===== config.mk =====
export PLATFORM = sky130hd
export DESIGN_NAME = csr_sparse_buf
export DESIGN_NICKNAME = d
export VERILOG_FILES = /design/src/rtl/csr_buf_pkg.sv /design/src/rtl/csr_bank.sv /design/src/rtl/csr_sparse_buf.sv
export SDC_FILE = /design/constraint.sdc
export NUM_CORES = 2
export LEC_CHECK = 0
export CORE_ASPECT_RATIO = 2
export CORE_UTILIZATION = 56
export DETAILED_ROUTE_END_ITERATION = 8
export GPL_TIMING_DRIVEN = 0
export PLACE_DENSITY_LB_ADDON = 0.08
export RECOVER_POWER = 50
export REMOVE_ABC_BUFFERS = 1
export SETUP_SLACK_MARGIN = 0.5
export SYNTH_ARGS = -nofsm -noshare
export SYNTH_HDL_FRONTEND = slang
export SYNTH_SLANG_ARGS = --single-unit

===== constraint.sdc =====
create_clock -name clk -period 3.42 [get_ports clk]
set_clock_uncertainty 0.2 [all_clocks]
set_input_delay 0.684 -clock clk [delete_from_list [all_inputs] [get_ports clk]]
set_output_delay 0.684 -clock clk [all_outputs]
set_load 0.01 [all_outputs]

===== src/rtl/csr_buf_pkg.sv =====
// Shared types and sizing for the CSR sparse-matrix ping-pong buffer.
// A matrix is TOTAL_WORDS 32-bit words: index, indices, then nonzero data.
package csr_buf_pkg;

  localparam int DATA_W      = 32;  // fixed; other widths are not supported
  localparam int IDX_WORDS   = 1;
  localparam int IND_WORDS   = 2;
  localparam int VAL_WORDS   = 16;
  localparam int TOTAL_WORDS = IDX_WORDS + IND_WORDS + VAL_WORDS;
  localparam int MAT_W       = TOTAL_WORDS * DATA_W;
  localparam int PTR_W       = $clog2(TOTAL_WORDS);
  localparam int NUM_BANKS   = 2;

  typedef enum logic [1:0] {
    EMPTY   = 2'd0,
    FILLING = 2'd1,
    FULL    = 2'd2
  } bank_state_e;

  // Packed LSB-first in word-slot order, so a flat bank image maps directly:
  // slot 0 -> index, slots 1..2 -> indices, slots 3.. -> data.
  typedef struct packed {
    logic [VAL_WORDS*DATA_W-1:0] data;
    logic [IND_WORDS*DATA_W-1:0] indices;
    logic [IDX_WORDS*DATA_W-1:0] index;
  } csr_mat_t;

endpackage


===== src/rtl/csr_bank.sv =====
// One matrix bank: WORDS x DATA_W register file.
// Ports: clk, rstn (async low), we/addr/wdata write port,
//        rd_flat = all words concatenated, slot 0 in the LSBs.
module csr_bank #(
  parameter int WORDS  = 19,
  parameter int DATA_W = 32,
  parameter int AW     = 5
) (
  input  logic                    clk,
  input  logic                    rstn,
  input  logic                    we,
  input  logic [AW-1:0]           addr,
  input  logic [DATA_W-1:0]       wdata,
  output logic [WORDS*DATA_W-1:0] rd_flat
);

  logic [WORDS-1:0][DATA_W-1:0] mem;

  always_ff @(posedge clk or negedge rstn) begin
    if (!rstn)                            mem       <= '0;
    else if (we && (addr < AW'(WORDS)))   mem[addr] <= wdata;
  end

  assign rd_flat = mem;

endmodule


===== src/rtl/csr_sparse_buf.sv =====
// Ping-pong buffer between sparse-matrix DMA and the vector unit.
// Write side: 32-bit word stream (wr_valid_i/wr_data_i/wr_last_i), wr_ready_o
//   high while the current write bank is not FULL.
// Read side: rd_valid_o with the whole matrix in parallel (rd_index_o,
//   rd_indices_o, rd_data_o, zero when not valid); rd_pop_i releases it.
// refill_req_o: one-cycle pulse after each accepted pop.
// full_cnt_o: number of FULL banks. err_o: sticky protocol error, err_clr_i clears.
module csr_sparse_buf
  import csr_buf_pkg::*;
(
  input  logic         clk,
  input  logic         rstn,
  input  logic         wr_valid_i,
  input  logic [31:0]  wr_data_i,
  input  logic         wr_last_i,
  output logic         wr_ready_o,
  output logic         rd_valid_o,
  output logic [31:0]  rd_index_o,
  output logic [63:0]  rd_indices_o,
  output logic [511:0] rd_data_o,
  input  logic         rd_pop_i,
  output logic         refill_req_o,
  output logic [1:0]   full_cnt_o,
  output logic         err_o,
  input  logic         err_clr_i
);

  bank_state_e            st_q [NUM_BANKS];
  bank_state_e            st_d [NUM_BANKS];
  logic                   wr_bank_q, rd_bank_q;
  logic [PTR_W-1:0]       wr_ptr_q;
  logic                   drop_q;     // overran the last slot, discarding until wr_last_i
  logic                   rdy_en_q;   // holds wr_ready_o low while in reset
  logic                   refill_q, err_q;

  logic                   acc, at_end, we, commit, pop_ok, err_ev;
  logic [NUM_BANKS-1:0][MAT_W-1:0] bank_flat;
  csr_mat_t               rd_mat;

  assign wr_ready_o = rdy_en_q && (st_q[wr_bank_q] != FULL);
  assign rd_valid_o = (st_q[rd_bank_q] == FULL);

  assign acc    = wr_valid_i && wr_ready_o;
  assign at_end = (wr_ptr_q == PTR_W'(TOTAL_WORDS - 1));
  assign we     = acc && !drop_q;
  assign commit = acc && wr_last_i;
  assign pop_ok = rd_pop_i && rd_valid_o;

  // Short matrix, overrun, write into a full bank, or pop with nothing valid.
  assign err_ev = (wr_valid_i && !wr_ready_o)
               || (commit && (drop_q || !at_end))
               || (rd_pop_i && !rd_valid_o);

  // Bank FSMs. Commit and pop always hit different banks: a FULL write bank
  // cannot accept, and the read bank is FULL whenever pop is honoured.
  always_comb begin
    for (int b = 0; b < NUM_BANKS; b++) st_d[b] = st_q[b];
    if (acc && st_q[wr_bank_q] == EMPTY) st_d[wr_bank_q] = FILLING;
    if (commit)                          st_d[wr_bank_q] = FULL;
    if (pop_ok)                          st_d[rd_bank_q] = EMPTY;
  end

  always_ff @(posedge clk or negedge rstn) begin
    if (!rstn) begin
      for (int b = 0; b < NUM_BANKS; b++) st_q[b] <= EMPTY;
      wr_bank_q <= 1'b0;
      rd_bank_q <= 1'b0;
      wr_ptr_q  <= '0;
      drop_q    <= 1'b0;
      rdy_en_q  <= 1'b0;
      refill_q  <= 1'b0;
      err_q     <= 1'b0;
    end else begin
      for (int b = 0; b < NUM_BANKS; b++) st_q[b] <= st_d[b];
      rdy_en_q <= 1'b1;
      refill_q <= pop_ok;
      err_q    <= err_ev || (err_q && !err_clr_i);
      if (commit) begin
        wr_bank_q <= ~wr_bank_q;
        wr_ptr_q  <= '0;
        drop_q    <= 1'b0;
      end else if (we) begin
        if (at_end) drop_q   <= 1'b1;
        else        wr_ptr_q <= wr_ptr_q + 1'b1;
      end
      if (pop_ok) rd_bank_q <= ~rd_bank_q;
    end
  end

  for (genvar b = 0; b < NUM_BANKS; b++) begin : g_bank
    csr_bank #(.WORDS(TOTAL_WORDS), .DATA_W(DATA_W), .AW(PTR_W)) u_bank (
      .clk     (clk),
      .rstn    (rstn),
      .we      (we && (wr_bank_q == 1'(b))),
      .addr    (wr_ptr_q),
      .wdata   (wr_data_i),
      .rd_flat (bank_flat[b])
    );
  end

  assign rd_mat       = rd_valid_o ? bank_flat[rd_bank_q] : '0;
  assign rd_index_o   = rd_mat.index;
  assign rd_indices_o = rd_mat.indices;
  assign rd_data_o    = rd_mat.data;

  assign refill_req_o = refill_q;
  assign err_o        = err_q;
  assign full_cnt_o   = 2'(st_q[0] == FULL) + 2'(st_q[1] == FULL);

endmodule

==> reports/metrics.cfg <==
[critical_path]
worst-path-buf-inv = 8
cp_max_fo = 6
cp.required_ns = 2.54
cp-end-kind = primary output
critPathMaxStageDelay_ns = 0.51
rrSetupSlack_ns = 0.08
cp.arrival_ns = 2.88
crit_type = reg -> out
crit_path_start_kind = flop
crit_family = buffers and inverters
crit_chain = buf_12, buf_12, buf_12, buf_16, buf_16, buf_6, clkbuf_16, mux2i_2, nor2_2, buf_6
r2r_end = g_bank[1].u_bank.rd_flat[98]$_DFFE_PN0P_
crit_top_cell = buf_12
regToRegStartpoint = wr_ptr_q[3]$_DFFE_PN0P_
crit_path_top_delay_cell = dfrtp_4
rr_worst_depth = 5

[finish]
fillers = 5702
fin_util = 0.788
fin_cells = 6534
mostFrequentLayoutCell = dfrtp_1
drive_gt1_frac = 0.580
syn_to_final_growth_pct = 39.4
layout_common_cells = dfrtp_1 (1230), mux2_2 (1103), mux2i_1 (507)
fin_nets = 5167

[floorplanning]
start_util = 0.565
die_area_sq_um = 101000
rows = 163
die_x_um = 225
core_area_sq_um = 98500
fp.dieH_um = 448
io_pins = 652

[timing]
hold_viol_final = 0
slew_violations = 202
fin_ws_ns = -0.345
fmax_ghz = 0.266
period_minus_slack_ns = 3.76
setup_viol = 444
worst_slew_pin_slew_ns = 1.74
slew_headroom = -0.160
min_period_over_period = 1.10
rsz0062_at_grt = true
finalHoldWorstSlack_ns = 0.248

[clock_tree]
cts_max_path_buffers = 3
path_clk_slew_ns = 0.07
root_buffer = clkbuf_16
cts_tree = done
cts_buffers = 107
worstSkewPairLatency_ns = 0.74
clock_sinks = 1231
h-tree-depth = 3

[logic_synthesis]
syn_inst = 4174
ys_seq_area_frac = 0.553
yosys_register_bits = 1231
synth_edf_count = 0
yosys_most_used_dff = dfrtp_1
ys_types = 49
ys.warnings.count = 0
syn-cell-area_sq_um = 55700
synth.avg_cell_area_sq_um = 13.3
async_reset_ff_frac = 1.00

[place]
portBuffers = 651
hpwl_um = 103000
dpl_worst_slack_ns = -1.49
dpl.cell_count = 5866
gp_congestion = 0.776

[worst_hold_path]
hold_depth = 2
holdCritStartpoint = wr_data_i[12]
min_to = g_bank[1].u_bank.rd_flat[76]$_DFFE_PN0P_
min-delay-path-class = in -> reg

[drt]
vias = 38400
final_antenna_net_count = 0
wirelength_um = 189000
drc = 0
first_iter_violations = 2138
vias_per_cell = 5.88
wl_per_cell_um = 28.9
drt_pre_antenna_iters = 5

[outcome]
violations = capacitance limit, slew limit, setup timing
outcome = finished with violations

[grt]
grt_pass1_vias = 37500
antenna_found_initial = 3
grt.total_usage = 0.332
overflow = 0
grt_max_degree = 182
grt_first_pass_wirelength_um = 247000

[flow_run]
drv_cap = 3

[power_and_ir_drop]
power_density_nw_per_um2 = 720
p_leak_nw = 38.5
power.ir.vdd_worst_mv = 0.472

==> synthesized netlist by cell type, types with 2 or more instances <==
| cell | number | share of area |
|---|---|---|
| and2_1 | 3 | 0.00034 |
| nor2b_1 | 2 | 0.00022 |
| o41ai_1 | 2 | 0.00031 |
| a41oi_1 | 2 | 0.00031 |
| nor3_4 | 12 | 0.0035 |
| mux2_2 | 1103 | 0.22 |
| o22a_1 | 2 | 0.00031 |
| nor2_2 | 5 | 0.00056 |
| buf_2 | 78 | 0.0070 |
| buf_1 | 2 | 0.00013 |
| buf_6 | 4 | 0.00081 |
| or3_1 | 7 | 0.00079 |
| mux2_4 | 30 | 0.0081 |
| mux2i_1 | 608 | 0.11 |
| dfrtp_1 | 1231 | 0.55 |
| mux2_1 | 83 | 0.017 |
| nor2_1 | 616 | 0.042 |
| ha_1 | 5 | 0.0011 |
| clkbuf_1 | 266 | 0.018 |
| buf_4 | 42 | 0.0057 |
| o21ai_0 | 7 | 0.00063 |
| nand2_2 | 3 | 0.00034 |
| inv_1 | 6 | 0.00040 |
| nor3_2 | 15 | 0.0027 |
| a31oi_1 | 4 | 0.00045 |
| nand3_1 | 3 | 0.00027 |
| nand2_1 | 9 | 0.00061 |
| a21oi_1 | 3 | 0.00027 |
==> cell families after synthesis <==
logic type,Yosys count,synth area share
adders and majority gates,5,0.00112
AOI/OAI and AO/OA,26,0.00319
other,1,0.0000674
DFF,1231,0.553
and+or+nand+nor,688,0.0530
buffers and inverters,399,0.0320
muxes,1824,0.357
==> layer usage <==
layer	vias to the layer above	global-route usage	wire length (um)
li1	16400	-	-
met1	20300	0.413	69600
met2	1341	0.547	92800
met3	440	0.0926	14800
met4	2	0.128	11300
met5	-	0	14
==> metrics by stage <==
step                area, sq um  TNS [ns]  total power, mW
floorplan                 53900         -             22.8
global placement          62100         -             24.6
detailed placement        64700  -1804.88             29.7
CTS                       70900   -116.35             47.2
global route              77600    -94.44             57.4
finish                    77600    -55.90             55.9
==> worst max path at each step <==
stage / from / to / slack, ns / cells past startpoint
floorplan: rd_bank_q$_DFFE_PN0P_ / refill_req_o$_DFF_PN0_ / -27.53 / 3
global placement: rstn / g_bank[0].u_bank.rd_flat[447]$_DFFE_PN0P_ / -53.51 / 1
detailed placement: rstn / g_bank[1].u_bank.rd_flat[447]$_DFFE_PN0P_ / -1.49 / 6
CTS: rd_bank_q$_DFFE_PN0P_ / rd_data_o[141] / -0.28 / 10
global route: rd_bank_q$_DFFE_PN0P_ / rd_data_o[60] / -0.33 / 10
finish: rd_bank_q$_DFFE_PN0P_ / rd_data_o[60] / -0.34 / 10
==> where the power goes <==
group	switching, mW	internal, mW
Clock	5.68	7.28
Combinational	11.9	13.4
Sequential	1.22	16.5
Total	18.8	37.1
==> flip-flops by register name, summed over array words and instances (netlist names) <==
signal                 flops
g_bank.u_bank.rd_flat   1216
err_o                      1
rdy_en_q                   1
st_q                       4
refill_req_o               1
drop_q                     1
rd_bank_q                  1
wr_bank_q                  1
wr_ptr_q                   5
==> cell type report <==
| cell class | instances | area [sq um] | share of cell area |
|---|---|---|---|
| Clock inverter | 46 | 611 | 0.00787 |
| Timing Repair Buffer | 1231 | 15100 | 0.195 |
| Clock buffer | 148 | 3070 | 0.0396 |
| Tap cell | 1320 | 1650 | 0.0213 |
| Multi-Input combinational cell | 2546 | 26300 | 0.339 |
| Antenna cell | 5 | 12.5 | 0.000161 |
| Sequential cell | 1231 | 30800 | 0.397 |
| Inverter | 7 | 26.3 | 0.000338 |
==> repair_timing <==
action,CTS,global route
gates cloned,59,81
pin swaps,62,195
hold endpoints to repair,132,132
resized for setup,1885,1803
endpoints found under the setup margin,2292,2288
setup buffers,70,257
Power figures use the tool's default switching activity.
